**src/rtl/fdc_sd_arbiter_if.sv**
```systemverilog
// ---------------------------------------------------------------------------
// fdc_sd_arbiter_if
//
// Shared MiSTer SD block port, as seen between the floppy-controller arbiter
// (master) and the top-level hps_io SD channel (slave).
//
// Signals
//   sd_lba       master -> slave  32  block address of the transfer
//   sd_rd        master -> slave   1  read request (level)
//   sd_wr        master -> slave   1  write request (level)
//   sd_buff_din  master -> slave   8  buffer data for SD writes
//   sd_ack       slave  -> master  1  transfer acknowledge
//   sd_buff_wr   slave  -> master  1  buffer write strobe
//
// Handshake: sd_rd/sd_wr act as "valid" and sd_ack as "ready". The master
// raises exactly one of sd_rd/sd_wr together with a stable sd_lba and holds
// them until sd_ack is sampled high; it then drops the request while the
// slave keeps sd_ack high for the whole data phase. The transfer is complete
// on the first cycle sd_ack is sampled low again. sd_buff_wr and
// sd_buff_din are only meaningful while sd_ack is high.
// ---------------------------------------------------------------------------
interface fdc_sd_arbiter_if;
    logic [31:0] sd_lba;
    logic        sd_rd;
    logic        sd_wr;
    logic        sd_ack;
    logic        sd_buff_wr;
    logic [7:0]  sd_buff_din;

    modport master (
        output sd_lba,
        output sd_rd,
        output sd_wr,
        output sd_buff_din,
        input  sd_ack,
        input  sd_buff_wr
    );

    modport slave (
        input  sd_lba,
        input  sd_rd,
        input  sd_wr,
        input  sd_buff_din,
        output sd_ack,
        output sd_buff_wr
    );
endinterface

```
**src/rtl/fdc_sd_arbiter.sv**
```systemverilog
// ---------------------------------------------------------------------------
// fdc_sd_arbiter
//
// Shares one MiSTer SD block port between the four per-drive WD1793
// channels. Pending drives are granted round-robin, one transfer at a time;
// while a transfer is in flight ack and buffer-write strobes are steered to
// the granted drive only and its buffer data is forwarded to the SD port.
//
// Ports
//   CLK           in   1      system clock (posedge)
//   RESET_N       in   1      asynchronous active-low reset
//   req_lba       in   4x32   per-drive LBA
//   req_rd        in   4      per-drive read request (level, held until ack)
//   req_wr        in   4      per-drive write request (level, held until ack)
//   req_ack       out  4      per-drive ack (combinational)
//   req_buff_wr   out  4      per-drive gated buffer write (combinational)
//   req_buff_din  in   4x8    per-drive buffer read data
//   sd            master modport of fdc_sd_arbiter_if (shared SD port)
//   grant         out  2      granted / last granted drive
//   busy          out  1      high whenever the FSM is not idle
//   timeout_err   out  1      one-cycle pulse when an ISSUE timeout aborts
//   dbg_state     out  2      current FSM state for observation
//
// Parameter
//   TIMEOUT  cycles to wait in ISSUE for sd_ack before aborting (0 = never)
// ---------------------------------------------------------------------------
module fdc_sd_arbiter #(
    parameter logic [23:0] TIMEOUT = 24'd5_000_000
) (
    input  logic             CLK,
    input  logic             RESET_N,
    input  logic [3:0][31:0] req_lba,
    input  logic [3:0]       req_rd,
    input  logic [3:0]       req_wr,
    output logic [3:0]       req_ack,
    output logic [3:0]       req_buff_wr,
    input  logic [3:0][7:0]  req_buff_din,
    fdc_sd_arbiter_if.master sd,
    output logic [1:0]       grant,
    output logic             busy,
    output logic             timeout_err,
    output logic [1:0]       dbg_state
);

    typedef enum logic [1:0] {
        ST_IDLE  = 2'd0,
        ST_ISSUE = 2'd1,
        ST_XFER  = 2'd2,
        ST_DONE  = 2'd3
    } state_t;

    state_t      state_q, state_d;
    logic [1:0]  rr_q, rr_d;
    logic [1:0]  grant_q, grant_d;
    logic [31:0] lba_q, lba_d;
    logic        rd_q, rd_d;
    logic        wr_q, wr_d;
    logic        busy_q, busy_d;
    logic        terr_q, terr_d;
    logic [23:0] cnt_q, cnt_d;

    logic [3:0]  pending;
    logic        found;
    logic [1:0]  pick;
    logic [1:0]  idx;
    logic        active;

    assign pending = req_rd | req_wr;

    // Round-robin scan starting at rr: first pending drive wins.
    always_comb begin
        found = 1'b0;
        pick  = rr_q;
        idx   = rr_q;
        for (int k = 0; k < 4; k++) begin
            idx = rr_q + k[1:0];
            if (!found && pending[idx]) begin
                found = 1'b1;
                pick  = idx;
            end
        end
    end

    always_ff @(posedge CLK or negedge RESET_N) begin
        if (!RESET_N) begin
            state_q <= ST_IDLE;
            rr_q    <= 2'd0;
            grant_q <= 2'd0;
            lba_q   <= 32'd0;
            rd_q    <= 1'b0;
            wr_q    <= 1'b0;
            busy_q  <= 1'b0;
            terr_q  <= 1'b0;
            cnt_q   <= 24'd0;
        end else begin
            state_q <= state_d;
            rr_q    <= rr_d;
            grant_q <= grant_d;
            lba_q   <= lba_d;
            rd_q    <= rd_d;
            wr_q    <= wr_d;
            busy_q  <= busy_d;
            terr_q  <= terr_d;
            cnt_q   <= cnt_d;
        end
    end

    always_comb begin
        state_d = state_q;
        rr_d    = rr_q;
        grant_d = grant_q;
        lba_d   = lba_q;
        rd_d    = rd_q;
        wr_d    = wr_q;
        terr_d  = 1'b0;
        cnt_d   = cnt_q;

        case (state_q)
            ST_IDLE: begin
                if (found) begin
                    grant_d = pick;
                    lba_d   = req_lba[pick];
                    // A drive asserting both read and write is treated as a write.
                    wr_d    = req_wr[pick];
                    rd_d    = !req_wr[pick];
                    cnt_d   = 24'd0;
                    state_d = ST_ISSUE;
                end
            end
            ST_ISSUE: begin
                cnt_d = cnt_q + 24'd1;
                if (sd.sd_ack) begin
                    rd_d    = 1'b0;
                    wr_d    = 1'b0;
                    state_d = ST_XFER;
                end else if (!pending[grant_q]) begin
                    // Drive withdrew before the SD side answered.
                    rd_d    = 1'b0;
                    wr_d    = 1'b0;
                    state_d = ST_DONE;
                end else if ((TIMEOUT != 24'd0) && (cnt_q == TIMEOUT - 24'd1)) begin
                    rd_d    = 1'b0;
                    wr_d    = 1'b0;
                    terr_d  = 1'b1;
                    state_d = ST_DONE;
                end
            end
            ST_XFER: begin
                // Request drops are ignored here; only the ack falling ends it.
                if (!sd.sd_ack) begin
                    state_d = ST_DONE;
                end
            end
            ST_DONE: begin
                rr_d    = grant_q + 2'd1;
                state_d = ST_IDLE;
            end
            default: begin
                state_d = ST_IDLE;
            end
        endcase

        busy_d = (state_d != ST_IDLE);
    end

    assign active = (state_q == ST_ISSUE) || (state_q == ST_XFER);

    always_comb begin
        req_ack     = 4'b0000;
        req_buff_wr = 4'b0000;
        if (active) begin
            req_ack[grant_q]     = sd.sd_ack;
            req_buff_wr[grant_q] = sd.sd_buff_wr;
        end
    end

    assign sd.sd_lba      = lba_q;
    assign sd.sd_rd       = rd_q;
    assign sd.sd_wr       = wr_q;
    assign sd.sd_buff_din = req_buff_din[grant_q];

    assign grant       = grant_q;
    assign busy        = busy_q;
    assign timeout_err = terr_q;
    assign dbg_state   = state_q;

endmodule
```
**src/flat_wrapper.sv**
```systemverilog
// flat-port wrapper written by rule: the top's interface ports become plain ports
module fdc_sd_arbiter_flat 
#(
    parameter logic [23:0] TIMEOUT = 24'd5_000_000
)
  (CLK, RESET_N, req_lba, req_rd, req_wr, req_ack, req_buff_wr, req_buff_din, grant, busy, timeout_err, dbg_state, sd_sd_lba, sd_sd_rd, sd_sd_wr, sd_sd_buff_din, sd_sd_ack, sd_sd_buff_wr);
  fdc_sd_arbiter_if sd_i ();
  input  logic CLK;
  input  logic RESET_N;
  input  logic [3:0][31:0] req_lba;
  input  logic [3:0] req_rd;
  input  logic [3:0] req_wr;
  output logic [3:0] req_ack;
  output logic [3:0] req_buff_wr;
  input  logic [3:0][7:0] req_buff_din;
  output logic [1:0] grant;
  output logic busy;
  output logic timeout_err;
  output logic [1:0] dbg_state;
  output wire logic [$bits(sd_i.sd_lba)-1:0] sd_sd_lba;
  output wire logic [$bits(sd_i.sd_rd)-1:0] sd_sd_rd;
  output wire logic [$bits(sd_i.sd_wr)-1:0] sd_sd_wr;
  output wire logic [$bits(sd_i.sd_buff_din)-1:0] sd_sd_buff_din;
  input wire logic [$bits(sd_i.sd_ack)-1:0] sd_sd_ack;
  input wire logic [$bits(sd_i.sd_buff_wr)-1:0] sd_sd_buff_wr;
  assign sd_sd_lba = sd_i.sd_lba;
  assign sd_sd_rd = sd_i.sd_rd;
  assign sd_sd_wr = sd_i.sd_wr;
  assign sd_sd_buff_din = sd_i.sd_buff_din;
  assign sd_i.sd_ack = sd_sd_ack;
  assign sd_i.sd_buff_wr = sd_sd_buff_wr;
  fdc_sd_arbiter #(.TIMEOUT(TIMEOUT)) u_core (.CLK(CLK), .RESET_N(RESET_N), .req_lba(req_lba), .req_rd(req_rd), .req_wr(req_wr), .req_ack(req_ack), .req_buff_wr(req_buff_wr), .req_buff_din(req_buff_din), .sd(sd_i), .grant(grant), .busy(busy), .timeout_err(timeout_err), .dbg_state(dbg_state));
endmodule
```
**config.mk**
```make
export PLATFORM = sky130hd
export DESIGN_NAME = fdc_sd_arbiter_flat
export DESIGN_NICKNAME = d
export VERILOG_FILES = /design/src/rtl/fdc_sd_arbiter_if.sv /design/src/rtl/fdc_sd_arbiter.sv /design/src/flat_wrapper.sv
export SDC_FILE = /design/constraint.sdc
export NUM_CORES = 1
export LEC_CHECK = 0
export ABC_CLOCK_PERIOD_IN_PS = 2400
export CORE_AREA = 2 2 116 107
export DETAILED_ROUTE_END_ITERATION = 7
export DIE_AREA = 0 0 118 109
export PLACE_DENSITY = 0.81
export SLEW_MARGIN = 30
export SYNTH_ARGS = -nofsm -noshare
export SYNTH_HDL_FRONTEND = slang
export SYNTH_SLANG_ARGS = --single-unit
export TNS_END_PERCENT = 20
```
**constraint.sdc**
```tcl
create_clock -name CLK -period 2.4 [get_ports CLK]
set_input_delay 0.36 -clock CLK [delete_from_list [all_inputs] [get_ports CLK]]
set_output_delay 0.36 -clock CLK [all_outputs]
set_load 0.01 [all_outputs]
```
# Word level (Yosys, flattened, before mapping)
# Cells that the tools add are included.
[word_totals]
inputBits = 172
elab_cells = 91
out_inout_bits = 56
register_bits = 66
[classes]
n_reduce_logical = 15
eq_ne = 6
add_sub_neg = 5
bitwise = 3
muxes = 46
magnitude_cmp = 7
[ops]
columns = ["cell", "count"]
rows = [
  ["32-bit binary-select mux with 2-bit select", 1],
  ["24-bit case mux with 2 select lines", 1],
  ["32-bit two-way mux", 1],
  ["24-bit by 1-bit adder with 24-bit output, second input constant", 1],
  ["24-bit by 23-bit == test with 1-bit output, second input constant", 1],
  ["24-bit two-way mux", 1],
  ["1-bit two-way mux", 20],
  ["2-bit by 3-bit less-than comparator with 1-bit output, second input constant", 6],
  ["8-bit binary-select mux with 2-bit select", 1],
  ["2-bit two-way mux", 8],
  ["1-bit binary-select mux with 2-bit select", 6],
  ["4-bit bitwise AND", 2],
  ["4-bit two-way mux", 2],
  ["8-bit two-way mux", 1],
  ["2-bit case mux with 4 select lines", 1],
  ["2-bit by 1-bit adder with 2-bit output, second input constant", 2],
  ["2-bit adder, second input constant", 2],
  ["2-bit == test, second input constant", 2],
  ["1-bit logical AND", 4],
  ["1-bit logical NOT", 4],
  ["4-bit != test, second input constant", 1],
  ["4-bit OR", 1],
  ["1-bit case mux with 2 select lines", 2],
  ["2-bit AND reduction", 2],
  ["other kinds (8)", 9],
]

# Depth between registers and ports, before layout
# Gate-level depths: netlist (run 1).
[logic_depth]
ltp_word = 18
ltp_mapped = 8
mapped_depth_nobuf = 7

# Least setup slack after synthesis (run 1)
# OpenSTA, ideal clock, no wires.
[synth_path]
path_type = "register to register"
startpoint = "register u_core.state_q[0] (netlist: u_core.dbg_state[0])"
endpoint = "register u_core.cnt_q[23]"
stages_incl_launch_ff = 9
required_time_ns = 2.322
setup_ns = 0.078
t_arrival_ns = 2.183
slack_ns = 0.140
synth_period_minus_slack_ns = 2.260
path_buffers = 1
cell_sequence = "dfrtp_1 > inv_1 > ha_1 > buf_2 > nor2_1 > a311oi_2 > nand4_1 > or3_1 > a21oi_1"
[synth_between]
elab_chain_len = 3
word_cells_on_any_way = 6
classes_between = "eq/ne: 2; mux: 1; reduce/logical: 3"
[synth_lines]
columns = ["item", "line", "source"]
rows = [
  ["from (decl)", "fdc_sd_arbiter.sv:52", "state_t state_q, state_d;"],
  ["from (signal assigned)", "fdc_sd_arbiter.sv:96", "state_q <= state_d;"],
  ["2-bit logical NOT / 2-bit by 1-bit == test with 1-bit output (equally long branches)", "fdc_sd_arbiter.sv:118", "case (state_q)"],
  ["2-bit by 1-bit != test with 1-bit output (no line) / 2-bit nonzero test (equally long branches)", "-", ""],
  ["2-bit AND reduction (no line)", "-", ""],
  ["to (signal assigned)", "fdc_sd_arbiter.sv:104", "cnt_q <= cnt_d;"],
  ["to (decl)", "fdc_sd_arbiter.sv:60", "logic [23:0] cnt_q, cnt_d;"],
]
# Several ways; a longest one is shown, not always the timed one.
# A chain may end at the register's enable or synchronous reset.

# Final worst setup path (run 1)
[layout_path]
startpoint = "input port req_wr[2]"
endpoint = "register u_core.lba_q[2] (netlist: u_core.sd.sd_lba[2])"
[layout_between]
elab_chain_len = 15
word_cells_on_any_way = 25
classes_between = "mux: 17; bitwise: 1; reduce/logical: 7"
[layout_lines]
columns = ["item", "line", "source"]
rows = [
  ["from (decl)", "flat_wrapper.sv:12", "input logic [3:0] req_wr;"],
  ["4-bit OR *", "fdc_sd_arbiter.sv:68", "assign pending = req_rd | req_wr;"],
  ["1-bit binary-select mux with 2-bit select", "fdc_sd_arbiter.sv:77", "if (!found && pending[idx]) begin"],
  ["1-bit two-way mux (implied by the code)", "fdc_sd_arbiter.sv:77", ""],
  ["1-bit two-way mux", "fdc_sd_arbiter.sv:77", ""],
  ["1-bit logical NOT", "fdc_sd_arbiter.sv:77", ""],
  ["1-bit logical AND", "fdc_sd_arbiter.sv:77", ""],
  ["1-bit two-way mux", "fdc_sd_arbiter.sv:77", ""],
  ["1-bit logical NOT", "fdc_sd_arbiter.sv:77", ""],
  ["1-bit logical AND", "fdc_sd_arbiter.sv:77", ""],
  ["1-bit two-way mux", "fdc_sd_arbiter.sv:77", ""],
  ["1-bit logical NOT", "fdc_sd_arbiter.sv:77", ""],
  ["1-bit logical AND", "fdc_sd_arbiter.sv:77", ""],
  ["2-bit two-way mux", "fdc_sd_arbiter.sv:77", ""],
  ["32-bit binary-select mux with 2-bit select", "fdc_sd_arbiter.sv:122", "lba_d = req_lba[pick];"],
  ["32-bit two-way mux (implied by the code)", "fdc_sd_arbiter.sv:122", ""],
  ["to (signal assigned)", "fdc_sd_arbiter.sv:99", "lba_q <= lba_d;"],
  ["to (decl)", "fdc_sd_arbiter.sv:55", "logic [31:0] lba_q, lba_d;"],
]
# Every way passes the cells marked *; elsewhere a longest branch is shown, timed or not. The select of a mux whose other input is x is not followed.

==> results of run 1 <==
==> worst min-delay path by stage <==
stage          startpoint                            to  depth (start not counted)
3_5_place_dp      RESET_N  u_core.cnt_q[14]$_DFFE_PN0P_                          1
4_1_cts           RESET_N   u_core.sd.sd_wr$_DFFE_PN0P_                          1
2_1_floorplan     RESET_N         u_core.busy$_DFF_PN0_                          0
3_3_place_gp      RESET_N  u_core.cnt_q[14]$_DFFE_PN0P_                          1
6_report          RESET_N  u_core.cnt_q[15]$_DFFE_PN0P_                          1
5_1_grt           RESET_N  u_core.cnt_q[12]$_DFFE_PN0P_                          1
==> per-layer routing <==
metal | part of all wire, % | routed length (um)
met5 | 0 | 0
met4 | 3.0 | 516
met3 | 7.1 | 1230
met2 | 52 | 9140
met1 | 37 | 6530
==> metrics by stage <==
| stage | instances | setup WS (ns) | hold slack, ns |
|---|---|---|---|
| after global placement | 916 | -0.596 | 0.404 |
| after floorplan | 512 | 0.140 | 0.0644 |
| after global routing | 938 | -0.107 | 0.0889 |
| final | 938 | -0.0203 | 0.0428 |
| after detailed placement | 918 | -0.609 | 0.416 |
| after CTS | 936 | -0.0234 | 0.0593 |
==> cell usage in the layout, fill, tap and decap left out, types with 3 or more instances in the layout <==
cell type,count
sky130_fd_sc_hd__clkdlybuf4s50_1,224
sky130_fd_sc_hd__dfrtp_1,64
sky130_fd_sc_hd__nand2_1,59
sky130_fd_sc_hd__buf_4,53
sky130_fd_sc_hd__and2_1,44
sky130_fd_sc_hd__nor2_1,41
sky130_fd_sc_hd__a221oi_2,27
sky130_fd_sc_hd__inv_1,22
sky130_fd_sc_hd__o31ai_1,22
sky130_fd_sc_hd__xor2_1,18
sky130_fd_sc_hd__a221oi_1,14
sky130_fd_sc_hd__a31oi_1,13
sky130_fd_sc_hd__and3_1,12
sky130_fd_sc_hd__nand4_1,12
sky130_fd_sc_hd__a311oi_1,11
sky130_fd_sc_hd__nand3_1,10
sky130_fd_sc_hd__clkbuf_16,10
sky130_fd_sc_hd__mux4_2,9
sky130_fd_sc_hd__o21ai_0,9
sky130_fd_sc_hd__ha_1,8
sky130_fd_sc_hd__buf_12,7
sky130_fd_sc_hd__a21oi_1,6
sky130_fd_sc_hd__a2111oi_1,6
sky130_fd_sc_hd__nor4b_1,4
sky130_fd_sc_hd__nor4_1,3
sky130_fd_sc_hd__or3_1,3
sky130_fd_sc_hd__o41ai_1,3
sky130_fd_sc_hd__buf_6,3
==> what timing repair did <==
action,in CTS,in global routing
setup buffers,2,1
cloned,0,1
resized for setup,23,24
endpoints found under the setup margin,32,40
pin swaps,5,2
hold endpoints to repair,0,0
==> area by class of cell <==
class                   instances  area, um2  area share (%)
clock buffers                  10        239            2.94
repair buffers                293       2900            35.7
clock inverters                 6       90.1            1.11
inverters                      23       86.3            1.06
flip-flops and latches         66       1650            20.4
well taps                     160        200            2.46
multi-input cells             380       2950            36.3
==> critical path: cells and delay by family <==
kind,cells,cell delay (ns)
compound gates,4,0.96
buf+inv,3,0.77
simple gates,1,0.55
==> cells by family after synthesis <==
| family | after synthesis |
|---|---|
| flip-flops | 66 |
| multiplexers | 12 |
| buffers and inverters | 66 |
| AND/OR/NAND/NOR | 198 |
| adder cells (fa/ha/maj) | 9 |
| AO/OA/AOI/OAI | 141 |
| XOR/XNOR | 20 |
==> flip-flops by register name (all words and copies together), names as in the netlist <==
register	flops
u_core.sd.sd_lba	32
u_core.cnt_q	24
u_core.dbg_state	2
u_core.grant	2
u_core.rr_q	2
u_core.busy	1
u_core.sd.sd_rd	1
u_core.sd.sd_wr	1
u_core.timeout_err	1
==> power breakdown <==
part | internal, W | switching [W]
registers | 0.00150 | 0.000284
clock network | 0.000939 | 0.000514
logic | 0.00258 | 0.00259
==> flow_summary_export.csv, run 1 <==
group,metric,value,unit
sta,slew_headroom,57.7,%
clock_tree,cts_sinks,66,
yosys,synth.yosys.seq_area_share,35.4,%
floorplan,coreArea,11700,um2
yosys,ys.flop_type,"sky130_fd_sc_hd__dfrtp_1",
floorplan,placementRows,38,
power,power.ir.vdd_worst,562,uV
placement,place.gp.congestion,0.945,
placement,placed_area,7530,um2
sta,timing.final.crit_period,2.42,ns
power,power.leakage,3.26,nW
global_route,largest_net_degree_at_the_start_of_global_routing,43,
sta,finalWorstSetupSlack,-0.0203,ns
setup_path,critical-path-max-stage-delay,0.55,ns
layout,layout.cell_area.non_filler,8130,um2
floorplan,die_height,109,um
yosys,yosys.cell_count.top_type,"sky130_fd_sc_hd__dfrtp_1",
clock_tree,cts_inserted_buffers,9,
setup_path,critical_path_fanout_max,13,
clock_tree,cts-root-buf,"sky130_fd_sc_hd__clkbuf_16",
yosys,synth.area.mux_share,5.05,%
layout,fill_cells,871,
global_route,global_route_wire_length_before_repair,26800,um
floorplan,boundaryPins,228,
global_route,busiest_layer,"met2",
yosys,synth_cell_type_count,55,
placement,hpwlAfterDp,13400,um
layout,final_layout_size_suffix_gt1_share,18.6,%
yosys,ys_warn_count,0,
setup_path,setup.worst_path.end_class,"flip-flop",
global_route,groute.layer.met3.usage,8.05,%
floorplan,initial_utilization,39.7,%
power,post-layout-total-power,0.00841,W
sta,final_max_slew_viol_count,0,
yosys,synth_top_cell_area_share,35.4,%
sta,setup_viol,5,
yosys,synth-simple-area-share,21.4,%
setup_path,standard_cell_with_the_maximum_stage_delay_on_the_critical_path,"sky130_fd_sc_hd__or4_4",
clock_tree,holdBufCountCts,0,
routing,totalWireLength,17400,um
yosys,synth-async-reset-ratio,100,%
yosys,synthesized_net_count,693,
routing,drt-initial-drc-count,246,
clock_tree,clkLatencyLatePin,0.34,ns
yosys,synth-xor-area-share,3.76,%
setup_path,crit_arrival,2.64,ns
routing,ant_nets,0,
yosys,mean_area_per_synthesized_cell,9.10,um2
yosys,synth.ff_latch_count,66,
yosys,synthTopCellsByCount,"sky130_fd_sc_hd__dfrtp_1 (66), sky130_fd_sc_hd__nand2_1 (59), sky130_fd_sc_hd__and2_1 (44), sky130_fd_sc_hd__nor2_1 (41), sky130_fd_sc_hd__a221oi_1 (31)",
setup_path,critPathLaunch,"req_wr[2]",
routing,routed_via_density,5.63,
floorplan,die_width,118,um
sta,finalCritPeriodShare,101,%
layout,final_net_count,954,
sta,fmax,413,MHz
yosys,number_of_enable_flip_flop_cells_after_synthesis,0,
job,cap_viol_max_count,0,
setup_path,worst_setup_path_endpoint,"u_core.sd.sd_lba[2]$_DFFE_PN0P_",
routing,remaining_drcs,0,
layout,fin_util,69.2,%
global_route,globalRoute.totalOverflow,0,
clock_tree,cts_max_level,3,
yosys,synth.cell_area,4660,um2
worst_hold_path,worstHoldPathType,"input port to asynchronous set/reset pin",
routing,wl_per_cell,18.6,um
yosys,cell_type_contributing_the_most_total_cell_area_after_synthesis,"sky130_fd_sc_hd__dfrtp_1",
clock_tree,cts_tree,"built",
yosys,postSynthCellCount,512,
sta,rsz0062_at_grt,"true",
global_route,global_route.usage.total,26.5,%
sta,timing.clock.skew,0.00528,ns
yosys,synth_top_family_by_area,"compound AO/OA/AOI/OAI gates",
sta,finalHoldViolCount,0,
setup_path,regToRegStartpoint,"u_core.dbg_state[1]$_DFF_PN0_",
global_route,grt_util_met1,30.0,%
global_route,global_route.usage.met2,47.5,%
layout,total_inserted_antenna_cells,0,
setup_path,cpMostUsedCell,"sky130_fd_sc_hd__buf_4",
yosys,synth-adder-area-share,2.42,%
setup_path,reg_to_reg_critical_path_endpoint,"u_core.cnt_q[23]$_DFFE_PN0P_",
setup_path,critPathKind,"input port to flip-flop",
floorplan,die-area,12900,um2
yosys,yosys-top-cells-area,"sky130_fd_sc_hd__dfrtp_1 (35%), sky130_fd_sc_hd__and2_1 (5.9%), sky130_fd_sc_hd__a221oi_1 (5.8%)",
sta,max_slew.worst_pin.slew,0.635,ns
outcome,failed_checks,"setup timing",
power,p_per_area,1040,nW/um2
clock_tree,clockBufferDepth,2,
routing,detailroute.via_count,5278,
global_route,antenna_violations_before_repair,0,
setup_path,critPathRequiredTime,2.62,ns
global_route,grt_pass1_vias,5370,
outcome,status,"finished, violations left",
yosys,synth_compound_area_share,25.4,%
clock_tree,clkTransAtPathRegs,0.06,ns
setup_path,worstSetupStartpointType,"input port",
setup_path,critical_path.cell_chain,"clkdlybuf4s50_1, or4_4, a22o_1, a211o_4, buf_4, a2111oi_4, buf_4, a311oi_1",
layout,area.growth.synth_to_final,74.3,%
sta,finalSetupTns,-0.0800,ns
placement,numPortBuffers,227,
routing,dr.pass1.iters,5,
setup_path,reg2reg_slack,0.25,ns
setup_path,depth_of_the_worst_register_to_register_path,7,
No activity file was read; power rests on OpenSTA's default activity.
==> inputs of run 2 (changes only) <==
Settings changed: SLEW_MARGIN 30 to unset.
==> run 2 against run 1 <==
Against the previous run: the flow now finishes without violations; clock power is 7% lower; first-iteration DRC count is 29% higher; combinational power is 4.1% higher; cell area is 0.88% higher; core utilization is 0.61 points higher; worst hold slack better by 0.0069 ns; routed wire length is 5.4% higher; via count is 2.6% higher; clock skew is 0.0024 ns higher; final cell count is 1.2% higher; global-route usage is 1.2 points higher.
==> flow_summary_export.csv, run 2 (synthesis results as in run 1) <==
group,metric,value,unit
power,power.ir.vdd_worst,510,uV
sta,finalSetupTns,0,ns
setup_path,critical_path_cell_count,8,
placement,place_inst,916,
routing,ant_nets,0,
sta,setup_viol,0,
routing,remaining_drcs,0,
layout,area.growth.synth_to_final,75.9,%
sta,timing.clock.skew,0.00767,ns
clock_tree,cts_inserted_buffers,9,
floorplan,boundaryPins,228,
layout,layout.cell_area.non_filler,8200,um2
outcome,status,"finished clean",
clock_tree,cts-root-buf,"sky130_fd_sc_hd__clkbuf_16",
global_route,globalRoute.totalOverflow,0,
setup_path,setup.worst_path.end_class,"flip-flop",
global_route,groute.layer.met3.usage,5.18,%
clock_tree,clkLatencyLatePin,0.33,ns
setup_path,depth_of_the_worst_register_to_register_path,8,
floorplan,die-area,12900,um2
clock_tree,cts_max_level,3,
global_route,antenna_violations_before_repair,0,
layout,final_common_cell,"sky130_fd_sc_hd__clkdlybuf4s50_1",
job,cap_viol_max_count,0,
sta,timing.final.crit_period,2.38,ns
placement,placed_area,7490,um2
sta,final_max_slew_viol_count,0,
floorplan,coreArea,11700,um2
routing,wl_per_cell,19.3,um
floorplan,die_width,118,um
setup_path,critical-path-max-stage-delay,0.55,ns
setup_path,critPathRequiredTime,2.61,ns
floorplan,placementRows,38,
sta,max_slew.worst_pin.slew,0.757,ns
layout,total_inserted_antenna_cells,0,
setup_path,critical_path_buf_inv_count,3,
setup_path,critical_path.cell_chain,"dlygate4sd2_1, or4_4, a22o_4, a211o_4, buf_12, bufbuf_16, a221oi_2, o31ai_1",
clock_tree,holdBufCountCts,0,
placement,place.gp.congestion,0.945,
placement,numPortBuffers,227,
sta,fmax,421,MHz
setup_path,crit_arrival,2.58,ns
sta,finalHoldViolCount,0,
clock_tree,cts_tree,"built",
setup_path,cpLargestDelayFamily,"compound AO/OA/AOI/OAI gates",
power,p_per_area,1040,nW/um2
sta,finalCritPeriodShare,99.0,%
sta,rsz0062_at_grt,"true",
layout,most-common-layout-cells,"sky130_fd_sc_hd__clkdlybuf4s50_1 (221), sky130_fd_sc_hd__dfrtp_1 (64), sky130_fd_sc_hd__buf_4 (60), sky130_fd_sc_hd__nand2_1 (59), sky130_fd_sc_hd__and2_1 (44)",
setup_path,critical_path_fanout_max,8,
setup_path,standard_cell_with_the_maximum_stage_delay_on_the_critical_path,"sky130_fd_sc_hd__or4_4",
global_route,grt_pass1_vias,5434,
clock_tree,clockBufferDepth,2,
clock_tree,cts_sinks,66,
routing,dr.pass1.iters,5,
placement,hpwlAfterDp,13200,um
global_route,global_route.usage.met2,51.4,%
clock_tree,clkTransAtPathRegs,0.06,ns
routing,totalWireLength,18400,um
routing,drt-initial-drc-count,317,
routing,detailroute.via_count,5414,
layout,final_layout_size_suffix_gt1_share,19.3,%
global_route,largest_net_degree_at_the_start_of_global_routing,43,
setup_path,worstSetupStartpointType,"input port",
power,power.leakage,3.31,nW
routing,routed_via_density,5.70,
global_route,grt_util_met1,32.6,%
worst_hold_path,worstHoldPathType,"input port to asynchronous set/reset pin",
global_route,busiest_layer,"met2",
layout,fin_cells,949,
layout,ff_latch_area,1650,um2
power,post-layout-total-power,0.00853,W
layout,final_net_count,965,
setup_path,critPathKind,"input port to flip-flop",
global_route,global_route.usage.total,27.8,%
sta,slew_headroom,49.4,%
layout,fill_cells,852,
floorplan,die_height,109,um
layout,largest_register_ffs,32,
layout,multiInputGateArea,2970,um2
floorplan,initial_utilization,39.7,%
global_route,global_route_wire_length_before_repair,28100,um
==> run 2: repair_timing <==
| action | 4_1_cts | 5_1_grt |
|---|---|---|
| gates cloned | 4 | 1 |
| pin swaps | 11 | 3 |
| buffers inserted | 8 | 4 |
| setup endpoints to repair | 35 | 30 |
| resized for setup | 34 | 18 |
==> run 2: routing by layer <==
layer | vias to the layer above | wire length [um]
met1 | 2612 | 6850
met5 | - | 0
li1 | 2489 | -
met2 | 269 | 9820
met4 | 0 | 483
met3 | 44 | 1210
==> run 2: layout make-up <==
| cell class | instances | area share (%) |
|---|---|---|
| Multi-Input combinational cell | 383 | 36.3 |
| Sequential cell | 66 | 20.2 |
| Inverter | 23 | 1.05 |
| Tap cell | 160 | 2.44 |
| Timing Repair Buffer | 301 | 36.4 |
| Clock buffer | 9 | 2.75 |
| Clock inverter | 7 | 0.962 |
==> run 2: power breakdown <==
| group | switching, W | internal, W |
|---|---|---|
| logic | 0.00268 | 0.00271 |
| clock network | 0.000537 | 0.000813 |
| registers | 0.000294 | 0.00150 |
| total | 0.00351 | 0.00502 |
==> run 2: through the flow <==
stage          hold slack (ns)  util, %  worst slack, ns
6_report                0.0497     69.8           0.0235
5_1_grt                  0.105     69.8          -0.0303
4_1_cts                 0.0746     68.7          -0.0166
3_5_place_dp             0.421     63.8           -0.696
3_3_place_gp             0.404     63.8           -0.596
2_1_floorplan           0.0644        -            0.140
==> run 2: path summary, 6_finish.rpt <==
| path | startpoint | slack [ns] | endpoint |
|---|---|---|---|
| max | req_rd[2] | 0.02 | u_core.sd.sd_lba[10]$_DFFE_PN0P_ |
| min | RESET_N | 0.05 | u_core.cnt_q[7]$_DFFE_PN0P_ |
| max reg2reg | u_core.rr_q[1]$_DFFE_PN0N_ | 0.06 | u_core.sd.sd_lba[10]$_DFFE_PN0P_ |
| min reg2reg | u_core.sd.sd_lba[7]$_DFFE_PN0P_ | 0.48 | u_core.sd.sd_lba[7]$_DFFE_PN0P_ |
| max in group asynchronous | RESET_N | 1.70 | u_core.sd.sd_lba[21]$_DFFE_PN0P_ |
| min in group CLK | u_core.sd.sd_lba[7]$_DFFE_PN0P_ | 0.48 | u_core.sd.sd_lba[7]$_DFFE_PN0P_ |
==> RTL edit 1 (config.mk and constraints of run 1) <==
Register the output `dbg_state` once more, cleared by the reset; this adds one clock of latency there. The other outputs are not delayed to match.
--- a/src/rtl/fdc_sd_arbiter.sv
+++ b/src/rtl/fdc_sd_arbiter.sv
@@ -182,6 +182,12 @@
     assign grant       = grant_q;
     assign busy        = busy_q;
     assign timeout_err = terr_q;
-    assign dbg_state   = state_q;
+    always_ff @(posedge CLK or negedge RESET_N) begin
+        if (!RESET_N) begin
+            dbg_state <= '0;
+        end else begin
+            dbg_state <= state_q;
+        end
+    end
 
 endmodule
Formal check against the unedited RTL: not equivalent (Yosys sat finds a counterexample within 4 cycles, from zero or initial values and one cycle with RESET_N low).
==> RTL edit 1 against run 1 <==
- sequential cell count up 2
- design area is 11% lower
- cell count shrank 12%
- setup slack gained 0.12 ns
- sequential power hardly changed
- first-iteration DRC count is 0.81% lower
- total power is 11% lower
- routed wire length is 18% lower
- synthesized cell count is 21% lower
- synthesized area fell by 10%
- non-clock buffer count shrank 24
- critical path type unchanged
- largest cell class is now non-clock buffers
- highest routed layer unchanged
==> RTL edit 1: results (changes against run 1) <==
- Cell with the biggest individual delay on the critical path: clkdlybuf4s50_1
- Yosys attributes the largest share of cell area to dfrtp_1, mux2i_1, o221ai_1, mux4_2, nand2_1.
- Number of resized instances in the post-cts repair step: 0 (-100%)
* Multiplexer area fraction after synthesis: 20.6% (+16 points)
- The number of nets in the layout is 839 (-12%).
- Most used standard cells in the synthesized netlist: dfrtp_1, mux2i_1, nand2_1
- The count of vias placed by the detailed router came to 4316 (-18%).
- The half-perimeter wire length after placement was 11200 um (-16%).
- Iter 0 DRT Violations: 244 (-0.81%)
- The number of failing setup endpoints in the final timing report came to 0 (-5).
* Status: finished, final reports clean
* Portion of total power attributed to sequential cells: 23.7% (+2.5 points)
- Xor and xnor area share after synthesis: 3.76% (about the same)
- The first-pass GRT wire length is 22600 um (-16%).
* Pin slew with the least headroom to its limit: 0.596 ns (-0.0390 ns)
- The leakage component of the power is 0.00306 uW (-6.3%).
* Met3 usage: 4.97% (-3.1 points)
* Ratio of cells with drive above 1 in the final layout: 12.1% (-6.6 points)
- The global routing usage on met1 was 25.3% (-4.7 points).
* Total cell area at the placement stage: 0.00695 sq mm (-7.7%)
* Clock latency of the later-clocked register in the worst-skew pair: 0.32 ns (-0.02 ns)
- Iteration count of the initial detailed-routing pass: 4 (-1)
- WL final: 14400 um (-18%)
* Number of nets produced by synthesis: 584 (-16%)
- The complex-gate fraction of the synthesized area was 12.8% (-13 points).
* Total routing usage reported by global routing: 22.1% (-4.5 points)
- Metal-1 WL: 5670 um (-13%)
- The number of global-route vias before repair came to 4486 (-16%).
- The register area share after synthesis was 40.6% (+5.1 points).
* VDD IR-drop max: 0.419 mV (-25%)
- Switching Share: 37.6% (-2.7 points)
==> RTL edit 1: cell count changes after synthesis, moves of 12 or more <==
cell,before,now
o31ai_1,22,3
a221oi_1,31,0
clkbuf_1,25,9
nor2_1,41,28
inv_1,23,7
o221ai_1,2,32
and2_1,44,2
nand2_1,59,47
mux2i_1,1,64
a31oi_1,13,0
==> RTL edit 1: area by class of cell <==
class	instances	area [sq um]	area share, %
tap	160	200	2.77
sequential	68	1700	23.6
multi-input combinational	303	2360	32.7
timing repair buffer	269	2680	37.2
clock buffer	12	236	3.27
clock inverter	3	15.0	0.208
inverter	7	26.3	0.364
==> RTL edit 1: how the worst max path moves through the flow <==
| stage | start | end | slack, ns | cells past startpoint |
|---|---|---|---|---|
| finish | req_wr[3] | u_core.sd.sd_rd | 0.1 | 10 |
| CTS | req_wr[3] | u_core.sd.sd_rd | 0.09 | 10 |
| floorplan | u_core.state_q[0] | u_core.cnt_q[11] | 0.19 | 9 |
| detailed placement | req_wr[3] | u_core.sd.sd_rd | -0.24 | 10 |
| global route | req_wr[3] | u_core.sd.sd_rd | 0.002 | 10 |
| global placement | req_wr[0] | u_core.sd.sd_lba[21] | -0.12 | 8 |
==> RTL edit 1: metrics by stage <==
step	hold slack (ns)	cells	utilization [%]	setup WS (ns)	power, uW
after detailed placement	0.400	807	59.2	-0.243	6340
after CTS	0.0535	822	61.3	0.0883	7530
after global routing	0.0793	822	61.5	0.00231	7980
after global placement	0.377	807	59.2	-0.122	6180
after floorplan	0.0644	403	-	0.188	4150
final	0.0482	822	61.5	0.0993	7500
==> RTL edit 1: kinds of logic after synthesis <==
kind of cell               Yosys count
AOI/OAI and AO/OA                   69
and+or+nand+nor                    132
xor gates and xnor gates            18
muxes                               75
adders and majority gates            9
buffers and inverters               32
DFF                                 68
==> RTL edit 2 (settings of run 1) <==
Without the edit above. `TIMEOUT` is set to 24'd5_000_000 in 2 places; all go to 24'd2500000.
--- a/src/rtl/fdc_sd_arbiter.sv
+++ b/src/rtl/fdc_sd_arbiter.sv
@@ -25,7 +25,7 @@
 //   TIMEOUT  cycles to wait in ISSUE for sd_ack before aborting (0 = never)
 // ---------------------------------------------------------------------------
 module fdc_sd_arbiter #(
-    parameter logic [23:0] TIMEOUT = 24'd5_000_000
+    parameter logic [23:0] TIMEOUT = 24'd2500000
 ) (
     input  logic             CLK,
     input  logic             RESET_N,
--- a/src/flat_wrapper.sv
+++ b/src/flat_wrapper.sv
@@ -1,7 +1,7 @@
 // flat-port wrapper written by rule: the top's interface ports become plain ports
 module fdc_sd_arbiter_flat 
 #(
-    parameter logic [23:0] TIMEOUT = 24'd5_000_000
+    parameter logic [23:0] TIMEOUT = 24'd2500000
 )
   (CLK, RESET_N, req_lba, req_rd, req_wr, req_ack, req_buff_wr, req_buff_din, grant, busy, timeout_err, dbg_state, sd_sd_lba, sd_sd_rd, sd_sd_wr, sd_sd_buff_din, sd_sd_ack, sd_sd_buff_wr);
   fdc_sd_arbiter_if sd_i ();
Behaviour: same outputs for any inputs over 4 cycles, from zero or initial values and one cycle with RESET_N low; that may be too few to reach the edited logic, so the function may still have changed.
==> RTL edit 2 against run 1 <==
- design area shrank 6.9%
- setup slack gained 0.11 ns
- routed wire length shrank 7.7%
- sequential cell count is the same
- sequential share of layout area grew 1.5 points
- count of clock-buffer cells in the layout grew 4
- synthesized area grew 1.4%
- total power shrank 1.8%
- largest power group unchanged
- highest routed layer unchanged
==> RTL edit 2: results (changes against run 1) <==
- The detail-routed net length per standard cell is 18.2 um (-1.9%).
- Filler instances: 946 (+8.6%)
- The post-synthesis net count is 662 (-4.5%).
* Met3 usage: 6.01% (-2.0 points)
- Cell family with the largest share of critical-path delay: buffers and inverters
- Leading post-synthesis cells by cell area: dfrtp_1, a311oi_2, nand2_1, and3_1, nor2_1
- The number of global-route vias before repair is 5081 (-5.4%).
* Worst hold-check slack: 0.0823 ns (+0.0395 ns)
* CP arrival: 1.95 ns (-0.69 ns)
- Filler-free cell count of the finished design: 883 (-5.9%)
* Ratio of cells with drive above 1 in the final layout: 17.2% (-1.5 points)
- The worst slew margin relative to its limit is 53.2% (-4.4 points).
* Multiplexer area fraction after synthesis: 4.97% (-0.072 points)
- The fraction of the core area covered by cells at the end of the flow is 64.4% (-4.8 points).
* Vias after detailed routing: 4866 (-7.8%)
- VDD IR-drop max: 0.610 mV (+8.5%)
- NumNets Final: 899 (-5.8%)
* Post-DP HPWL: 12400 um (-7.3%)
* Post-route cell area: 0.00756 sq mm (-6.9%)
- Post-Place Setup Slack: -0.158 ns (+0.451 ns)
- Crit Path Max Fanout: 14 (+1)
- The complex-gate fraction of the synthesized area was 22.5% (-3.0 points).
* Clock latency of the later-clocked register in the worst-skew pair: 0.32 ns (-0.02 ns)
- The number of distinct standard cells referenced by the synthesized netlist is 61 (+11%).
* Mean instance size in the synthesized netlist: 9.83 sq um (+8.0%)
* Seq/Total Area, Yosys: 34.9% (-0.51 points)
- The wire length the detailed router placed on met1 came to 6130 um (-6.1%).
- Met2 wirelength from detailed routing: 8320 um (-9.0%)
* Status: finished, final reports clean
- Share of synthesized cell area in full adder, half adder and majority cells: 2.38% (-0.035 points)
- RR Endpoint: u_core.dbg_state[1]
- The DRC violation total after the first TritonRoute iteration is 318 (+29%).
==> RTL edit 2: final cells by class <==
type	count	area, sq um	area share (%)
flip-flops and latches	66	1650	21.9
well taps	160	200	2.65
multi-input cells	376	2800	37.0
inverters	4	15.0	0.198
repair buffers	261	2600	34.3
clock inverters	2	35.0	0.463
clock buffers	14	264	3.49
==> RTL edit 2: worst max-delay path by stage <==
stage                         from                   end  slack, ns  cells after the start
2_1_floorplan  u_core.dbg_state[1]      u_core.cnt_q[21]       0.37                      9
3_5_place_dp             req_wr[2]  u_core.sd.sd_lba[29]      -0.16                      8
3_3_place_gp             req_wr[0]   u_core.sd.sd_lba[7]      -0.01                      8
5_1_grt            u_core.grant[0]     sd_sd_buff_din[3]      0.003                      3
4_1_cts            u_core.grant[1]            req_ack[1]       0.01                      4
6_report           u_core.grant[0]     sd_sd_buff_din[3]       0.09                      3
==> RTL edit 2: power by group <==
| part | switching, uW | internal [uW] |
|---|---|---|
| combinational | 2570 | 2560 |
| clock | 453 | 860 |
| sequential | 308 | 1510 |
